`config.mk`:
```
export PLATFORM = sky130hd
export DESIGN_NAME = frame_capture_ctrl_flat
export DESIGN_NICKNAME = d
export VERILOG_FILES = /design/src/rtl/frame_capture_ctrl_if.sv /design/src/rtl/frame_capture_ctrl.sv /design/src/flat_wrapper.sv
export SDC_FILE = /design/constraint.sdc
export NUM_CORES = 1
export LEC_CHECK = 0
export CAP_MARGIN = 15
export CORE_MARGIN = 2
export CORE_UTILIZATION = 44
export DETAILED_ROUTE_END_ITERATION = 6
export SLEW_MARGIN = 30
export SYNTH_ARGS = -nofsm -noshare
export SYNTH_HDL_FRONTEND = slang
export SYNTH_SLANG_ARGS = --single-unit
```
`constraint.sdc`:
```
create_clock -name clk -period 3.4 [get_ports clk]
set_input_delay 0.51 -clock clk [delete_from_list [all_inputs] [get_ports clk]]
set_output_delay 0.51 -clock clk [all_outputs]
set_load 0.02 [all_outputs]
```
`src/rtl/frame_capture_ctrl_if.sv`:
```
// frame_capture_ctrl_if: control, camera-sync and status bundle for frame_capture_ctrl
// Signals: arm/frame_count_req/abort (run control), frame_valid/line_valid (camera syncs),
//   cam_en/fsin/hist_clear/hist_en (drives), frame_done/busy/frames_done/err_geom/err_timeout (status)
// Modports: master drives control and syncs, slave (the controller) drives the rest
interface frame_capture_ctrl_if;
  logic       arm;
  logic [7:0] frame_count_req;
  logic       abort;
  logic       frame_valid;
  logic       line_valid;
  logic       cam_en;
  logic       fsin;
  logic       hist_clear;
  logic       hist_en;
  logic       frame_done;
  logic       busy;
  logic [7:0] frames_done;
  logic       err_geom;
  logic       err_timeout;
  modport master (
    output arm, frame_count_req, abort, frame_valid, line_valid,
    input  cam_en, fsin, hist_clear, hist_en, frame_done, busy, frames_done, err_geom, err_timeout
  );
  modport slave (
    input  arm, frame_count_req, abort, frame_valid, line_valid,
    output cam_en, fsin, hist_clear, hist_en, frame_done, busy, frames_done, err_geom, err_timeout
  );
endinterface

```
`src/rtl/frame_capture_ctrl.sv`:
```
// frame_capture_ctrl: arms a camera, triggers and qualifies N frames, flags geometry and timeout errors
// Ports: clk, rst_n (asynchronous, active-low); bus (slave modport): arm/frame_count_req/abort run control,
//   frame_valid/line_valid camera syncs, cam_en/fsin/hist_clear/hist_en drives, frame_done/busy/frames_done/err_* status
module frame_capture_ctrl #(
  parameter int WIDTH    = 1920,
  parameter int HEIGHT   = 1280,
  parameter int FSIN_LEN = 4,
  parameter int TIMEOUT  = 65535
) (
  input logic clk,
  input logic rst_n,
  frame_capture_ctrl_if.slave bus
);
  typedef enum logic [1:0] {IDLE, SYNC, CAPTURE, DONE} state_t;
  state_t state, state_nx;
  logic fv_q, lv_q, pix_q, clr_q, geom_q, tmo_q;
  logic [10:0] pix_cnt, line_cnt, line_nx;
  logic [15:0] tcnt, fsin_cnt;
  logic [7:0] remaining, frames_q;
  logic fv_rise, fv_fall, lv_fall, lv_edge, active, pix, start, tmo, enter_sync, done_ok, geom_hit;
  assign fv_rise = bus.frame_valid & ~fv_q;
  assign fv_fall = ~bus.frame_valid & fv_q;
  assign lv_fall = ~bus.line_valid & lv_q;
  assign lv_edge = bus.line_valid ^ lv_q;
  assign active = state == SYNC || state == CAPTURE;
  assign start = state == IDLE && bus.arm && bus.frame_count_req != 8'd0 && !bus.abort;
  // the increment that would bring the idle count to TIMEOUT fires the timeout instead
  assign tmo = active && !lv_edge && tcnt == 16'(TIMEOUT - 1);
  assign pix = state == CAPTURE && bus.frame_valid && bus.line_valid;
  // line count including a line ending this cycle, so a coincident frame end checks the updated count
  assign line_nx = lv_fall && line_cnt != '1 ? line_cnt + 11'd1 : line_cnt;
  assign geom_hit = state == CAPTURE &&
                    ((lv_fall && pix_cnt != 11'(WIDTH)) || (fv_fall && line_nx != 11'(HEIGHT)));
  assign done_ok = state == DONE && !bus.abort;
  assign enter_sync = state_nx == SYNC && state != SYNC;
  always_ff @(posedge clk or negedge rst_n)
    if (!rst_n) state <= IDLE;
    else state <= state_nx;
  always_comb begin
    state_nx = bus.abort || tmo ? IDLE :
               state == IDLE    ? (start ? SYNC : IDLE) :
               state == SYNC    ? (fv_rise ? CAPTURE : SYNC) :
               state == CAPTURE ? (fv_fall ? DONE : CAPTURE) :
               remaining == 8'd1 ? IDLE : SYNC;
  end
  always_ff @(posedge clk or negedge rst_n)
    if (!rst_n) begin
      fv_q      <= 1'b0;
      lv_q      <= 1'b0;
      pix_q     <= 1'b0;
      clr_q     <= 1'b0;
      geom_q    <= 1'b0;
      tmo_q     <= 1'b0;
      pix_cnt   <= '0;
      line_cnt  <= '0;
      tcnt      <= '0;
      fsin_cnt  <= '0;
      remaining <= '0;
      frames_q  <= '0;
    end else begin
      fv_q      <= bus.frame_valid;
      lv_q      <= bus.line_valid;
      pix_q     <= pix && !bus.abort;
      clr_q     <= enter_sync;
      fsin_cnt  <= enter_sync ? 16'(FSIN_LEN) : bus.abort || tmo || fsin_cnt == 16'd0 ? '0 : fsin_cnt - 16'd1;
      tcnt      <= enter_sync || lv_edge ? '0 : active ? tcnt + 16'd1 : tcnt;
      pix_cnt   <= enter_sync || lv_fall ? '0 : pix && pix_cnt != '1 ? pix_cnt + 11'd1 : pix_cnt;
      line_cnt  <= enter_sync ? '0 : state == CAPTURE ? line_nx : line_cnt;
      geom_q    <= !start && (geom_q || (geom_hit && !bus.abort));
      tmo_q     <= !start && (tmo_q || (tmo && !bus.abort));
      remaining <= start ? bus.frame_count_req : done_ok ? remaining - 8'd1 : remaining;
      frames_q  <= start ? '0 : done_ok ? frames_q + 8'd1 : frames_q;
    end
  always_comb begin
    bus.cam_en      = state != IDLE && !bus.abort;
    bus.fsin        = fsin_cnt != 16'd0 && !bus.abort;
    bus.hist_clear  = clr_q;
    bus.hist_en     = pix_q && !bus.abort;
    bus.frame_done  = done_ok;
    bus.busy        = state != IDLE;
    bus.frames_done = frames_q;
    bus.err_geom    = geom_q;
    bus.err_timeout = tmo_q;
  end
endmodule

```
`src/flat_wrapper.sv`:
```
// flat-port wrapper written by rule: the top's interface ports become plain ports
module frame_capture_ctrl_flat 
#(
  parameter int WIDTH    = 1920,
  parameter int HEIGHT   = 1280,
  parameter int FSIN_LEN = 4,
  parameter int TIMEOUT  = 65535
)
  (clk, rst_n, bus_arm, bus_frame_count_req, bus_abort, bus_frame_valid, bus_line_valid, bus_cam_en, bus_fsin, bus_hist_clear, bus_hist_en, bus_frame_done, bus_busy, bus_frames_done, bus_err_geom, bus_err_timeout);
  frame_capture_ctrl_if bus_i ();
  input logic clk;
  input logic rst_n;
  input wire logic [$bits(bus_i.arm)-1:0] bus_arm;
  input wire logic [$bits(bus_i.frame_count_req)-1:0] bus_frame_count_req;
  input wire logic [$bits(bus_i.abort)-1:0] bus_abort;
  input wire logic [$bits(bus_i.frame_valid)-1:0] bus_frame_valid;
  input wire logic [$bits(bus_i.line_valid)-1:0] bus_line_valid;
  output wire logic [$bits(bus_i.cam_en)-1:0] bus_cam_en;
  output wire logic [$bits(bus_i.fsin)-1:0] bus_fsin;
  output wire logic [$bits(bus_i.hist_clear)-1:0] bus_hist_clear;
  output wire logic [$bits(bus_i.hist_en)-1:0] bus_hist_en;
  output wire logic [$bits(bus_i.frame_done)-1:0] bus_frame_done;
  output wire logic [$bits(bus_i.busy)-1:0] bus_busy;
  output wire logic [$bits(bus_i.frames_done)-1:0] bus_frames_done;
  output wire logic [$bits(bus_i.err_geom)-1:0] bus_err_geom;
  output wire logic [$bits(bus_i.err_timeout)-1:0] bus_err_timeout;
  assign bus_i.arm = bus_arm;
  assign bus_i.frame_count_req = bus_frame_count_req;
  assign bus_i.abort = bus_abort;
  assign bus_i.frame_valid = bus_frame_valid;
  assign bus_i.line_valid = bus_line_valid;
  assign bus_cam_en = bus_i.cam_en;
  assign bus_fsin = bus_i.fsin;
  assign bus_hist_clear = bus_i.hist_clear;
  assign bus_hist_en = bus_i.hist_en;
  assign bus_frame_done = bus_i.frame_done;
  assign bus_busy = bus_i.busy;
  assign bus_frames_done = bus_i.frames_done;
  assign bus_err_geom = bus_i.err_geom;
  assign bus_err_timeout = bus_i.err_timeout;
  frame_capture_ctrl #(.WIDTH(WIDTH), .HEIGHT(HEIGHT), .FSIN_LEN(FSIN_LEN), .TIMEOUT(TIMEOUT)) u_core (.clk(clk), .rst_n(rst_n), .bus(bus_i));
endmodule
```
## Word-level counts from Yosys, hierarchy flattened

Cells that the tools add are included.

- Bits in registers: 78

- Muxes and demuxes: 21
- Bitwise logic cells: 7
- Reduce and logical (&&, ||, !) cells: 42
- $add $sub $neg: 6
- Equal/unequal tests: 11

Operators with widths:

| operator | count |
|---|---|
| $mux 16 | 4 |
| $mux 11 | 5 |
| $ne 11x11->1 const B | 4 |
| $mux 8 | 4 |
| $add 11x1->11 const B | 2 |
| $logic_and 1x1->1 | 22 |
| $add 16x1->16 const B | 1 |
| $eq 16x16->1 const B | 1 |
| $logic_not 16->1 | 1 |
| $reduce_bool 16->1 | 1 |
| $sub 16x1->16 const B | 1 |
| $mux 2 | 5 |
| $reduce_bool 2->1 | 5 |
| $add 8x1->8 const B | 1 |
| $eq 8x1->1 const B | 1 |
| $logic_or 1x1->1 | 8 |
| $reduce_bool 8->1 | 1 |
| $sub 8x1->8 const B | 1 |
| $eq 2x1->1 const B | 2 |
| $eq 2x2->1 const B | 2 |
| $and 1x1->1 | 3 |
| $logic_not 1->1 | 3 |
| $mux 1 | 3 |
| $not 1->1 | 3 |
| other kinds (3) | 3 |

## Logic depth before layout (Yosys ltp)

- Depth in word-level cells: 11
- Gate-level depth with buffers: 9
- Depth with buffers taken out: 7

## Worst setup path after synthesis

Ideal clock, no wire load.

- Kind: input -> register
- Start: input bus_line_valid
- End: register u_core.fsin_cnt[2]
- Slack: 1.285 ns
- Setup time: 0.118 ns
- Stages: 8
- Arrival time: 1.997 ns
- Path through: inv_1 > ha_1 > nand3_1 > nor4_1 > a21o_1 > a211oi_2 > buf_2 > a21o_1

- Longest elaborated chain between the ends: 9
- Elaborated cells between the ends (all ways): 11
- Those cells by class: 1 x eq/ne; 3 x mux; 1 x bitwise; 6 x reduce/logical

RTL lines:

| element | RTL line | source |
|---|---|---|
| start, declared | flat_wrapper.sv:17 | `input wire logic [$bits(bus_i.line_valid)-1:0] bus_line_valid;` |
| $xor 1x1->1 * | frame_capture_ctrl.sv:24 | `assign lv_edge = bus.line_valid ^ lv_q;` |
| $logic_not 1->1 * | frame_capture_ctrl.sv:28 | `assign tmo = active && !lv_edge && tcnt == 16'(TIMEOUT - 1);` |
| $logic_and 1x1->1 * (2 in a row) | frame_capture_ctrl.sv:28 |  |
| $logic_or 1x1->1 * | frame_capture_ctrl.sv:40, frame_capture_ctrl.sv:65 |  |
| $mux 2 | frame_capture_ctrl.sv:40 | `state_nx = bus.abort \|\| tmo ? IDLE :` |
| $eq 2x1->1 | frame_capture_ctrl.sv:35 | `assign enter_sync = state_nx == SYNC && state != SYNC;` |
| $logic_and 1x1->1 | frame_capture_ctrl.sv:35 |  |
| $mux 16 * | frame_capture_ctrl.sv:65 | `fsin_cnt <= enter_sync ? 16'(FSIN_LEN) : bus.abort \|\| tmo \|\| fsin_cnt == 16'd0 ? '0 : fsin_cnt - 16'd1;` |
| end signal, assigned | frame_capture_ctrl.sv:65 |  |
| end, declared | frame_capture_ctrl.sv:18 | `logic [15:0] tcnt, fsin_cnt;` |

Every way passes the cells marked *; elsewhere a longest branch is shown, timed or not.
A chain may end at the register's enable or synchronous reset.

## Final worst setup path

- Start: register u_core.fsin_cnt[8]
- End: output bus_fsin

- Longest elaborated chain between the ends: 2

RTL lines:

| element | RTL line | source |
|---|---|---|
| $reduce_bool 16->1 | frame_capture_ctrl.sv:76 | `bus.fsin = fsin_cnt != 16'd0 && !bus.abort;` |
| $logic_and 1x1->1 | frame_capture_ctrl.sv:76 |  |
| end, declared | flat_wrapper.sv:19 | `output wire logic [$bits(bus_i.fsin)-1:0] bus_fsin;` |

Every way passes these cells.

==> metrics.md <==
| Metric | Value |
|---|---|
| WL met3 | roughly 360 um |
| Post-DRT Antenna Nets | 0 |
| Main combinational cell family by area after synthesis | simple AND/OR/NAND/NOR gates |
| Final Skew | 0.01054 ns |
| TritonCTS Buffers | 9 |
| Syn Area/Cell | 9.235 um2 |
| Total wire length | 8984 um |
| Register area share after synthesis | 43.49% |
| Synth warn | 0 |
| FF-to-FF Start | u_core.state[0] |
| Worst flop-to-flop path endpoint | u_core.pix_cnt[1] |
| Initial core utilization | 45.71% |
| Max-cap viol count | 0 |
| Initial antenna violation count | 0 |
| CTS tree | built |
| Via density | 5.301 |
| Global-route wire length before repair | ~16,000 um |
| Fmax | between 0.3 and 0.4 GHz |
| CTS root buf | clkbuf_8 |
| Met2 wire len | between 4000 and 5000 um |
| Final min period | 3.174 ns |
| Asr flop ratio synth | 100.0% |
| Mux contribution to synthesized area | 1.338% |
| Die Area | 0.01102 mm2 |
| Vias in the first global route | 3,337 |
| Hold-fix buffers, CTS | 0 |
| Final worst-path cycle share | 93.35% |
| P per Cell Area | between 500 and 600 mW/mm2 |
| First-pass DRT Iterations | 4 |
| Post-Syn Instances | 486 |
| Rows | 36 |
| Total number of vias | 3,414 |
| Critical path class | reg2out |
| Setup violators final | 0 |
| Layout cells sized above 1 | 8.415% |
| CP required | 2.89 ns |
| Antenna cells | 0 |
| Clock Sinks | 78 |
| Die Span Y | 105.0 um |
| CTS resizes | 0 |
| Setup bufs post-CTS | 0 |
| Hpwl dp | 6062 um |
| Total GRT Usage | 17.68% |
| I/O Pins | 30 |
| Core Region | 0.009819 mm2 |
| CTS Buffer Depth | 2 |
| Slew @ Worst Pin | 0.7621 ns |
| Synth Area in XOR/XNOR | 11.71% |
| Post-Synth Simple-Gate Area | about a quarter |
| Final cell count without fillers | 644 |
| Distinct cells, synth | 53 |
| CP Capture Type | output port |
| P_leak | between 0.002 and 0.0025 uW |
| DP Cell Count | between 600 and 700 |
| Max H-tree Level | 3 |
| Area delta synth->final | 13.02% |
| Primary FF master, synth | dfrtp_1 |
| #FFs+latches synth | 78 |
| Sum Neg Setup Slack | 0 ns |
| WL met1 | 4385 um |
| Largest net degree at the start of global routing | 79 |
| Leading cell type in the layout, fill and taps excluded | dfrtp_1 |
| Worst skew pair latency | 0.36 ns |
| Nets | 535 |
| Outcome | completed |
| Synthesized area | 0.004488 mm2 |
| Clock-pin slew on the worst setup and hold paths | 0.09 ns |
| Reg2reg setup slack | 1.09 ns |
| Worst hold path type | in2async |
| Routed len/inst | 13.95 um |
| Peak fanout along the critical path | 4 |
| GP Congestion | 0.7993 |
| Number of synthesized flops with an enable pin | 0 |
| Mapped Nets | 515 |
| Max-slew headroom | between 40% and 50% |
| DRC violations left | 0 |
| Initial DRC count | 146 |
| Most frequent cells in the layout | dfrtp_1, nor2_1, nand2_1 |
| Port bufs | 29 |
| Grt ovf | 0 |
| Highest layer used for signal routing | met4 |
| Post-Synth Adder-Cell Area | 4.182% |
| Peak supply drop | 0.0002899 V |
| Final Max Slew Viols | 0 |
| Compound-Gate Fraction of Synth Area | under 10% |
| Final design utilization | 51.66% |
| Setup crit start kind | register |
| WP data arrival | 2.66 ns |
| RSZ-0062 raised after global routing | no |
| Final Hold Vio Count | 0 |
| Width of the chip | 105.0 um |
| R2r worst-path depth | 8 |
-- metrics by stage --
stage | setup slack (ns) | area (um2) | hold WS [ns] | power, uW
global route | 0.1288 | 5072 | 0.2325 | 2757
finish | 0.2262 | 5072 | 0.1454 | 2572
detailed placement | 0.5299 | 4897 | 0.5229 | 1962
CTS | 0.2270 | 5072 | 0.2101 | 2611
floorplan | 1.285 | 4488 | 0.2144 | 1766
global placement | 0.6187 | 4893 | 0.5131 | 1952
-- area by class of cell --
cell class / instances / area (um2)
repair buffers: 36 / 344.1
well taps: 133 / 166.4
multi-input cells: 360 / 2356
flip-flops and latches: 78 / 1952
inverters: 21 / 78.83
clock inverters: 6 / 37.54
fillers: 982 / 4747
clock buffers: 10 / 137.6
-- per-layer routing --
layer  GRT usage (%)  vias to the layer above
li1                -                     1719
met1           24.11                     1619
met2           28.48                       66
met3           3.930                       10
met4           4.571                        0
met5               0                        -
-- worst max path at each step --
| stage | start | endpoint | cells past startpoint |
|---|---|---|---|
| final | u_core.fsin_cnt[8] | bus_fsin | 4 |
| after global routing | u_core.fsin_cnt[8] | bus_fsin | 4 |
| after CTS | u_core.fsin_cnt[8] | bus_fsin | 4 |
| after detailed placement | bus_line_valid | u_core.line_cnt[6] | 9 |
| after global placement | u_core.fsin_cnt[8] | bus_fsin | 4 |
| after floorplan | bus_line_valid | u_core.fsin_cnt[2] | 8 |
-- Yosys cell counts (12+ instances only) --
library cell	number	area, um2
clkbuf_1	18	67.56
dfrtp_1	78	1952
ha_1	15	187.7
inv_1	20	75.07
nand2_1	49	183.9
nand3_1	18	90.09
nand4_1	16	100.1
nor2_1	60	225.2
nor3_1	24	120.1
o21ai_0	12	60.06
xnor2_1	37	324.1
xor2_1	23	201.4
-- logic make-up (layout without fill, tap and decap cells) --
kind of cell	after synthesis	in the layout
adders and majority gates	15	15
AOI/OAI and AO/OA	54	54
and+or+nand+nor	225	225
xor gates and xnor gates	60	60
DFF	78	78
muxes	6	6
buffers and inverters	48	73
-- sequential cells by signal, summed over array words and instances, names as in the netlist, 2 cells and up --
name / cells
u_core.bus.frames_done: 8
u_core.fsin_cnt: 16
u_core.line_cnt: 11
u_core.pix_cnt: 11
u_core.remaining: 8
u_core.state: 2
u_core.tcnt: 16
-- critical path: stages (launching register included) --
cell,delay [ns]
dfrtp_1,0.42
or4_1,0.60
nor4b_1,0.52
a21oi_1,0.19
clkdlybuf4s50_1,0.58
-- power breakdown --
group	switching, uW	leakage (uW)	internal, uW
combinational	438	0.00100	372
clock	351	0.0000841	281
sequential	103	0.00106	1030
Power figures use the tool's default switching activity.
